File: src/rtl/pulse_stretcher.sv
// pulse_stretcher: turns one-cycle request pulses into HIGH_CYCLES-wide levels.
// Each level is followed by a GAP_CYCLES low gap. Requests that arrive while a level
// or gap is in progress are counted in a saturating pending counter and replayed
// in order. A dropped request sets a sticky overflow flag.
module pulse_stretcher #(
   parameter int HIGH_CYCLES = 4,
   parameter int GAP_CYCLES  = 2,
   parameter int PEND_W      = 3
) (
   input  logic              clk,
   input  logic              reset,
   input  logic              pulse_in,
   input  logic              clr_overflow,
   output logic              signal_out,
   output logic              busy,
   output logic [PEND_W-1:0] pending,
   output logic              overflow
);

   localparam int MAXC = (HIGH_CYCLES > GAP_CYCLES) ? HIGH_CYCLES : GAP_CYCLES;
   localparam int CW   = (MAXC > 1) ? $clog2(MAXC) : 1;

   localparam logic [CW-1:0]     H_LOAD = CW'(HIGH_CYCLES - 1);
   localparam logic [CW-1:0]     G_LOAD = CW'(GAP_CYCLES - 1);
   localparam logic [PEND_W-1:0] P_MAX  = {PEND_W{1'b1}};
   localparam logic [PEND_W-1:0] P_ONE  = PEND_W'(1);

   typedef enum logic [1:0] {
      S_IDLE = 2'd0,
      S_HIGH = 2'd1,
      S_GAP  = 2'd2
   } state_e;

   state_e            state_q, state_d;
   logic [CW-1:0]     cnt_q, cnt_d;
   logic [PEND_W-1:0] pending_q, pending_d;
   logic              overflow_q, overflow_d;
   logic              signal_out_q, signal_out_d;
   logic              busy_q, busy_d;
   logic              queue_req;
   logic              drop;

   // Next state, down-counter, pending accounting and sticky overflow.
   always_comb begin
      state_d    = state_q;
      cnt_d      = cnt_q;
      pending_d  = pending_q;
      overflow_d = overflow_q;
      queue_req  = 1'b0;

      case (state_q)
         S_IDLE: begin
            // A pulse here starts a level immediately and is never queued.
            if (pulse_in) begin
               state_d = S_HIGH;
               cnt_d   = H_LOAD;
            end
         end
         S_HIGH: begin
            queue_req = pulse_in;
            if (cnt_q != '0) begin
               cnt_d = cnt_q - 1'b1;
            end else begin
               state_d = S_GAP;
               cnt_d   = G_LOAD;
            end
         end
         S_GAP: begin
            if (cnt_q != '0) begin
               cnt_d     = cnt_q - 1'b1;
               queue_req = pulse_in;
            end else if (pending_q != '0 || pulse_in) begin
               // Serve: oldest queued request first; a new pulse replaces it in
               // the queue (net zero), or is served directly when the queue is empty.
               state_d = S_HIGH;
               cnt_d   = H_LOAD;
               if (pending_q != '0 && !pulse_in) pending_d = pending_q - P_ONE;
            end else begin
               state_d = S_IDLE;
            end
         end
         default: begin
            state_d = S_IDLE;
            cnt_d   = '0;
         end
      endcase

      drop = queue_req && (pending_q == P_MAX);
      if (queue_req && !drop) pending_d = pending_q + P_ONE;

      // Setting wins over clearing in the same cycle.
      if (drop)              overflow_d = 1'b1;
      else if (clr_overflow) overflow_d = 1'b0;

      signal_out_d = (state_d == S_HIGH);
      busy_d       = (state_d != S_IDLE);
   end

   // State register; outputs come straight from flops so they cannot glitch.
   always_ff @(posedge clk) begin
      if (reset) begin
         state_q      <= S_IDLE;
         cnt_q        <= '0;
         pending_q    <= '0;
         overflow_q   <= 1'b0;
         signal_out_q <= 1'b0;
         busy_q       <= 1'b0;
      end else begin
         state_q      <= state_d;
         cnt_q        <= cnt_d;
         pending_q    <= pending_d;
         overflow_q   <= overflow_d;
         signal_out_q <= signal_out_d;
         busy_q       <= busy_d;
      end
   end

   assign signal_out = signal_out_q;
   assign busy       = busy_q;
   assign pending    = pending_q;
   assign overflow   = overflow_q;

endmodule

File: config.mk
export PLATFORM = sky130hd
export DESIGN_NAME = pulse_stretcher
export DESIGN_NICKNAME = d
export VERILOG_FILES = /design/src/rtl/pulse_stretcher.sv
export SDC_FILE = /design/constraint.sdc
export NUM_CORES = 1
export LEC_CHECK = 0
export ABC_AREA = 1
export CELL_PAD_IN_SITES_DETAIL_PLACEMENT = 1
export CELL_PAD_IN_SITES_GLOBAL_PLACEMENT = 2
export CORE_ASPECT_RATIO = 1.25
export CORE_MARGIN = 2
export CORE_UTILIZATION = 32
export DETAILED_ROUTE_END_ITERATION = 7
export DONT_BUFFER_PORTS = 1
export PLACE_DENSITY_LB_ADDON = 0.12
export SLEW_MARGIN = 10
export SYNTH_ARGS = -nofsm -noshare
export SYNTH_HDL_FRONTEND = slang
export SYNTH_SLANG_ARGS = --single-unit
File: constraint.sdc
create_clock -name clk -period 2 [get_ports clk]
set_input_delay 0.3 -clock clk [delete_from_list [all_inputs] [get_ports clk]]
set_output_delay 0.3 -clock clk [all_outputs]
set_load 0.02 [all_outputs]
==> run_results.csv <==
group,metric,value,unit
pwr,vdd_drop_max,0.570,mV
clock_network,cts_buffers,3,
route,dr.first_iter.drc_count,0,
placement,finalWeightedCongestion,0.769,
floorplan,rows,18,
setup_path,r2r_setup_slack,0.13,ns
floorplan,die_w,43.8,um
route,drc,0,
sta,whs,0.101,ns
setup_path,regToRegStartpoint,"cnt_q[0]",
clock_network,clock_sinks,10,
clock_network,root_buffer,"clkbuf_4",
sta,min_period,1.87,ns
sta,tightest_slew,0.224,ns
setup_path,cp-start-kind,"flip-flop",
pwr,p_total,624,uW
grt,grt_max_degree,6,
floorplan,start_util,0.331,
route,routed_wl,1580,um
placement,hpwlAfterDp,1330,um
logic_synthesis,yosys-top-cells-area,"dfxtp_1 32%, ha_1 12%, a21oi_1 9.5%, nand2_1 8.9%, inv_1 7.1%",
logic_synthesis,synth.avg_cell_area,7.11,um^2
route,routed-via-count,582,
sta,slew_headroom,0.851,
setup_path,crit_type,"flip-flop to flip-flop",
grt,grt_first_pass_wirelength,2510,um
logic_synthesis,yosysUniqueCellTypes,19,
sta,setup_violations,0,
status,status,"finished clean",
setup_path,rr_worst_depth,11,
setup_path,crit_start,"cnt_q[0]",
worst_hold_path,min_path_type,"primary input to flip-flop",
cells_and_area,drive_above_1_share,0.276,
sta,post-route-period-util,0.933,
logic_synthesis,synth_top_area_share,0.316,
route,wire_per_inst,13.4,um
grt,antenna_found_initial,0,
pwr,p_leak,0.000372,uW
clock_network,ctsHtreeMaxLevel,1,
floorplan,io_pins,10,
floorplan,design.die.area,0.00235,mm^2
logic_synthesis,synth-seq-cells,10,
setup_path,arrival,2.02,ns
setup_path,endpoint_kind,"flip-flop",
setup_path,cp.required,2.16,ns
sta,fin_tns_setup,0,ns
cells_and_area,mostFrequentLayoutCells,"15 x nand2_1, 12 x a21oi_1, 10 x inv_1, 9 x nor2_1, 8 x inv_2",
clock_network,cts_hold_buf,0,
route,viasPerCell,4.93,
logic_synthesis,synth_area,633,um^2
cells_and_area,syn_to_final_growth,15.8,%
sta,skew,0.00153,ns
clock_network,clock_path_buffers,2,
sta,hold_viol_final,0,
cells_and_area,final_common_cell,"nand2_1",
logic_synthesis,synth_cells,89,
logic_synthesis,yosys_warnings,0,
route,first_pass_iters,1,
logic_synthesis,ys_seq_area_frac,0.316,
setup_path,reg2reg_to,"pending[2]",
logic_synthesis,syn_nets,100,
setup_path,critPathCapture,"pending[2]",
floorplan,core_area,0.00191,mm^2
route,ant_nets,0,
placement,io_buffers,0,
setup_path,worstPathMaxFanout,3,
worst_hold_path,worstHoldPathCells,1,
clock_network,cts.clk_slew.worst_paths,0.06,ns
cells_and_area,fin_nets,111,
grt,grt_overflow,0,
sta,report.final.slew_viol_count,0,
grt,grt_pass1_vias,581,
clock_network,clock_latency,0.26,ns
pwr,power.density,852,mW/mm^2
cells_and_area,antenna_cells,0,
sta,max_freq,0.536,GHz
clock_network,cts_tree,"done",
logic_synthesis,yosys.area.top_type,"dfxtp_1",
grt,grt_use_total,0.151,
cells_and_area,utilization,0.383,
floorplan,die_h,53.7,um
run,drv_cap,0,
per-stage QoR:
step                      setup slack [ns]  cells  cell area (um^2)
after floorplan                      0.201     89               633
after global placement              0.0865    114               696
after detailed placement            0.0852    114               696
after CTS                           0.0556    117               718
after global routing               -0.0179    118               733
final                                0.134    118               733
layout make-up:
cell class | instances | area (um^2)
tap | 20 | 25.0
timing repair buffer | 6 | 45.0
fill | 251 | 1180
clock buffer | 3 | 22.5
inverter | 18 | 67.6
sequential | 10 | 205
multi-input combinational | 61 | 368
synthesized netlist by cell type:
cell	instances
nand2_1	15
a21oi_1	12
inv_1	12
dfxtp_1	10
nor2_1	9
ha_1	6
inv_2	6
nand3_1	4
nand4_1	3
nor2_2	2
o21ai_0	2
fa_1	1
nand2_2	1
nand3_2	1
nand3_4	1
nor3_1	1
o21a_1	1
o21ai_1	1
o21bai_1	1
power breakdown:
part / switching (uW) / leakage, uW / internal, uW / total [uW]
sequential: 34.1 / 0.0000832 / 235 / 269
combinational: 132 / 0.000275 / 86.4 / 219
clock: 67.1 / 0.0000138 / 69.5 / 137
what timing repair did:
action / CTS / global route
gates resized for setup: 0 / 7
setup endpoints to repair: 0 / 1
setup buffers: 0 / 1
flip-flops by register name, indices dropped and copies added (netlist names):
signal      flops
signal_out      1
overflow        1
busy            1
cnt_q           2
pending         3
state_q         2
kinds of logic (layout without fill, tap and decap cells):
| logic type | after synthesis | count (layout) | synth area share |
|---|---|---|---|
| adder cells (fa/ha/maj) | 7 | 7 | 0.150 |
| AND/OR/NAND/NOR | 37 | 37 | 0.285 |
| AO/OA/AOI/OAI | 17 | 17 | 0.142 |
| buffers and inverters | 18 | 27 | 0.107 |
| flip-flops | 10 | 10 | 0.316 |
per-layer routing:
metal | share of wire | up-vias | track usage
li1 | - | 303 | -
met1 | 0.39 | 270 | 0.155
met2 | 0.56 | 7 | 0.282
met3 | 0.046 | 2 | 0.0436
met4 | 0.0076 | 0 | 0.0606
met5 | 0 | - | 0
critical path, cell delays in order (launching register included):
cell	delay [ns]
dfxtp_2	0.34
inv_1	0.06
ha_1	0.22
inv_2	0.06
a21oi_1	0.07
nor2_2	0.14
nand2_2	0.07
fa_1	0.40
inv_1	0.07
nand4_1	0.11
a21oi_1	0.15
nor2_1	0.06
how the worst min path moves through the flow:
stage | startpoint | to
after global routing | reset | overflow
after global placement | reset | overflow
after floorplan | reset | overflow
final | reset | overflow
after CTS | reset | overflow
after detailed placement | reset | overflow
Power figures use the tool's default switching activity.
